[config.mk]
export PLATFORM = sky130hd
export DESIGN_NAME = regfile_write_buffer
export DESIGN_NICKNAME = d
export VERILOG_FILES = /design/src/rtl/regfile_write_buffer.sv
export SDC_FILE = /design/constraint.sdc
export NUM_CORES = 1
export LEC_CHECK = 0
export BUFFER_PORTS_ARGS = -buffer_cell sky130_fd_sc_hd__buf_4
export CAP_MARGIN = 30
export CORE_MARGIN = 2
export CORE_UTILIZATION = 45
export CTS_BUF_LIST = sky130_fd_sc_hd__clkbuf_8
export DETAILED_ROUTE_END_ITERATION = 10
export HOLD_SLACK_MARGIN = 0.03
export PLACE_DENSITY = 0.61
export SLEW_MARGIN = 15
export SYNTH_ARGS = -nofsm -noshare
export SYNTH_HDL_FRONTEND = slang
export SYNTH_SLANG_ARGS = --single-unit
export TNS_END_PERCENT = 50
[constraint.sdc]
create_clock -name clk -period 3.1 [get_ports clk]
set_input_delay 0 -clock clk [delete_from_list [all_inputs] [get_ports clk]]
set_output_delay 0 -clock clk [all_outputs]
set_load 0.1 [all_outputs]
[src/rtl/regfile_write_buffer.sv]
// regfile_write_buffer: DEPTH-entry write-back FIFO ahead of the register file, with a
// registered one-hot retire stage and newest-first forwarding of pending writes.
module regfile_write_buffer #(
  parameter int DEPTH = 4,
  parameter int AW    = 5,
  parameter int DW    = 32
) (
  input  logic                clk,
  input  logic                clr_n,
  input  logic                wr_valid,
  input  logic [AW-1:0]       wr_addr,
  input  logic [DW-1:0]       wr_data,
  output logic                wr_ready,
  input  logic                hold,
  output logic [(1<<AW)-1:0]  rf_we,
  output logic [DW-1:0]       rf_wdata,
  input  logic [AW-1:0]       fwd_addr,
  output logic                fwd_hit,
  output logic [DW-1:0]       fwd_data,
  output logic [AW-1:0]       count,
  output logic                empty
);

  localparam int NR = 1 << AW;
  localparam int PW = (DEPTH > 1) ? $clog2(DEPTH) : 1;
  localparam int CW = PW + 1;
  localparam logic [CW-1:0] FULL = CW'(DEPTH);

  logic [AW-1:0] r_mem_addr [DEPTH];
  logic [DW-1:0] r_mem_data [DEPTH];
  logic [PW-1:0] r_head;
  logic [PW-1:0] r_tail;
  logic [CW-1:0] r_count;
  logic [NR-1:0] r_rf_we;
  logic [DW-1:0] r_rf_wdata;

  logic          w_push;
  logic          w_pop;
  logic [AW-1:0] w_head_addr;
  logic [NR-1:0] w_head_onehot;
  logic          w_fwd_hit;
  logic [DW-1:0] w_fwd_data;

  // Full blocks new writes even when a pop happens on the same edge.
  assign wr_ready    = (r_count != FULL);
  assign w_push      = wr_valid && wr_ready;
  assign w_pop       = !hold && (r_count != '0);
  assign w_head_addr = r_mem_addr[r_head];

  // NOTE: every signal driven here gets a default first, so no latch is inferred.
  always_comb begin
    w_head_onehot = '0;
    if (w_head_addr != '0) w_head_onehot[w_head_addr] = 1'b1;
  end

  // NOTE: the entry storage has no reset; r_count alone says which slots are live.
  always_ff @(posedge clk) begin
    if (w_push) begin
      r_mem_addr[r_tail] <= wr_addr;
      r_mem_data[r_tail] <= wr_data;
    end
  end

  // NOTE: non-blocking assignments so every register samples pre-edge values.
  always_ff @(posedge clk or negedge clr_n) begin
    if (!clr_n) begin
      r_head     <= '0;
      r_tail     <= '0;
      r_count    <= '0;
      r_rf_we    <= '0;
      r_rf_wdata <= '0;
    end else begin
      if (w_push) r_tail <= r_tail + PW'(1);
      if (w_pop) begin
        r_head     <= r_head + PW'(1);
        r_rf_we    <= w_head_onehot;
        r_rf_wdata <= r_mem_data[r_head];
      end else begin
        r_rf_we    <= '0;
      end
      case ({w_push, w_pop})
        2'b10:   r_count <= r_count + CW'(1);
        2'b01:   r_count <= r_count - CW'(1);
        default: r_count <= r_count;
      endcase
    end
  end

  // Output stage is oldest; walking the FIFO head->tail lets the newest match win.
  always_comb begin
    w_fwd_hit  = 1'b0;
    w_fwd_data = '0;
    if (r_rf_we[fwd_addr]) begin
      w_fwd_hit  = 1'b1;
      w_fwd_data = r_rf_wdata;
    end
    for (int i = 0; i < DEPTH; i++) begin
      if ((CW'(i) < r_count) && (r_mem_addr[r_head + PW'(i)] == fwd_addr)) begin
        w_fwd_hit  = 1'b1;
        w_fwd_data = r_mem_data[r_head + PW'(i)];
      end
    end
    if (fwd_addr == '0) begin
      w_fwd_hit  = 1'b0;
      w_fwd_data = '0;
    end
  end

  assign fwd_hit  = w_fwd_hit;
  assign fwd_data = w_fwd_data;
  assign rf_we    = r_rf_we;
  assign rf_wdata = r_rf_wdata;
  assign count    = AW'(r_count);
  assign empty    = (r_count == '0) && (r_rf_we == '0);

endmodule

==> results.py <==
metrics = {
    "synthesis": {
        "yosysMostFrequentCell": "nand2_1",
        "syn_inst": 1216,
        "synth_edf_count": 148,
        "ys_warn_count": 0,
        "synth-seq-cells": 219,
        "synth.area.top_cells": "edfxtp_1 36%, dfrtp_1 14%, mux2i_1 8.5%",
        "yosysSeqAreaShare_pct": 49.9,
        "synth_common_cells": "200 x nand2_1, 174 x nor2_1, 148 x edfxtp_1, 106 x mux2i_1, 71 x dfrtp_1",
        "syn_area_um2": 12500,
        "synth_ff_type": "edfxtp_1",
        "synth.top_cell.area_share_pct": 35.7,
        "yosys.area.top_type": "edfxtp_1",
        "yosysUniqueCellTypes": 47,
        "async_reset_ff_share_pct": 32.4,
        "syn_area_per_cell_um2": 10.3,
    },
    "critical_path": {
        "r2r_setup_slack_ps": 820,
        "critPathCaptureType": "output port",
        "critical_path.max_fanout": 9,
        "crit_type": "reg2out",
        "cp-start-kind": "flip-flop",
        "worstPathRequired_ps": 3100,
        "critPathArrivalTime_ps": 3460,
    },
    "timing": {
        "rsz0062_at_grt": "true",
        "drv_slew": 0,
        "finalHoldViolations": 0,
        "setup_viol": 33,
        "worst_pin_slew_ps": 866,
        "fin_skew_ps": 10.1,
        "fin_crit_sh_pct": 112,
        "relSlewSlack_pct": 42.3,
        "period_needed_ps": 3460,
        "max_freq_mhz": 289,
        "fin_ws_ps": -364,
        "tns_ps": -10390,
        "whs_ps": 131,
    },
    "grt": {
        "grt_pass1_wl_um": 56200,
        "gr-total-overflow": 0,
        "grt_pass1_vias": 10300,
        "antenna_found_initial": 1,
        "grt_max_degree": 78,
        "grt_use_total_pct": 25.0,
    },
    "floorplanning": {
        "die_x_um": 170,
        "coreArea_um2": 27100,
        "ios": 150,
        "die_area_um2": 29000,
        "initial_core_util_pct": 46.0,
        "chipHeight_um": 170,
        "row_count": 60,
    },
    "clocking": {
        "clkSinkCount": 219,
        "clockBufferDepth": 3,
        "htree_levels": 2,
        "cts_tree": "done",
        "clock_latency_ps": 530,
        "cts_root_buf": "clkbuf_8",
        "cts_buffers": 40,
        "clk_pin_slew_ps": 60,
    },
    "cells_and_area": {
        "nets": 1490,
        "fill_cells": 2140,
        "drive_gt1_share_pct": 35.5,
        "multi_input_area_um2": 6980,
        "ff_latch_area_um2": 6270,
        "area_growth_syn_to_layout_pct": 37.9,
    },
    "outcome": {
        "violations": "negative setup slack",
        "status": "complete, but fails checks",
    },
    "routing": {
        "viasPerCell": 5.68,
        "drtIter0Drc": 826,
        "wl_per_cell_um": 20.3,
        "drt_first_pass_iters": 5,
        "vias": 10400,
        "routed_wl_um": 37400,
        "drc_errors": 0,
        "ant_nets": 0,
    },
    "hold_path": {
        "min_path_type": "in2async",
    },
    "flow_run": {
        "drv_cap": 0,
    },
    "place": {
        "post-dp-hpwl_um": 22900,
        "place_congestion": 0.813,
        "port_buffers": 147,
        "pre_cts_ws_ps": -88.6,
    },
}
==> through the flow <==
stage / instance area [µm²] / util (%) / std cells
after floorplan: 13000 / - / 1218
after global placement: 14700 / 54.4 / 1698
after detailed placement: 14700 / 54.4 / 1698
after CTS: 16500 / 60.9 / 1817
after global routing: 17200 / 63.4 / 1838
final: 17200 / 63.4 / 1838
==> kinds of logic (layout without fill, tap and decap cells) <==
| group | after synthesis | after routing | synth area share, % |
|---|---|---|---|
| and+or+nand+nor | 512 | 514 | 18.1 |
| muxes | 166 | 166 | 16.1 |
| other | 1 | 4 | 0.0301 |
| DFF | 219 | 219 | 49.9 |
| adders and majority gates | 9 | 9 | 0.903 |
| AOI/OAI and AO/OA | 176 | 176 | 9.17 |
| xor gates and xnor gates | 24 | 24 | 1.69 |
| buffers and inverters | 109 | 354 | 4.09 |
==> metal layers <==
metal | track usage (%) | routed length [µm] | vias up | share of wire (%)
met2 | 43.4 | 18600 | 331 | 50
met3 | 3.81 | 1930 | 84 | 5.2
met1 | 31.4 | 15700 | 5146 | 42
met4 | 10.2 | 1130 | 0 | 3.0
met5 | 0 | 0 | - | 0
li1 | - | - | 4874 | -
==> final timing paths <==
path	from	end	cells past startpoint
setup / recovery	r_head[0]$_DFFE_PN0P_	fwd_data[12]	11
hold / removal	clr_n	rf_we[6]$_DFF_PN0_	2
setup reg to reg	r_head[1]$_DFFE_PN0P_	rf_we[18]$_DFF_PN0_	7
hold reg to reg	rf_wdata[6]$_DFFE_PN0P_	rf_wdata[6]$_DFFE_PN0P_	2
max in group asynchronous	clr_n	rf_wdata[24]$_DFFE_PN0P_	3
min in group clk	wr_data[17]	r_mem_data[0][17]$_DFFE_PP_	2
==> timing repair <==
action	in CTS	in global routing
setup endpoints to repair	33	33
endpoints found under the hold margin	214	0
gates resized for setup	107	83
pin swaps	6	17
hold buffers	40	0
cloned	2	6
buffers inserted	5	14
==> layout make-up <==
class | count | share of cell area, %
flip-flops and latches | 219 | 36.4
clock inverters | 27 | 0.800
repair buffers | 272 | 15.6
diodes | 1 | 0.0146
multi-input cells | 892 | 40.6
well taps | 372 | 2.71
clock buffers | 45 | 3.60
inverters | 10 | 0.233
==> state kept, by name, summed over array words and instances, names as in the netlist <==
name,cells
r_mem_data,128
rf_wdata,32
rf_we,32
r_mem_addr,20
r_count,3
r_head,2
r_tail,2
==> critical path, stage by stage, from the launching register on <==
cell and delay, ps:
dfrtp_4 520, buf_6 130, mux4_2 440, xor2_2 170, a2111oi_4 340, and2_4 280, buf_4 140, buf_8 120
and3_4 190, nor3_2 50, nor4_4 280, buf_6 270
==> placed cells by master (no fill, tap or decap), types with 32 or more instances in the layout <==
master / count
a21oi_1: 34
buf_4: 160
buf_6: 42
clkbuf_8: 45
dfrtp_1: 38
dlygate4sd3_1: 40
edfxtp_1: 148
mux2_2: 36
mux2i_1: 106
nand2_1: 200
nor2_1: 162
nor4_4: 32
o21ai_0: 67
Power is not shown: default switching activity piles up to over one toggle a cycle in this logic, so the estimate is an artifact.
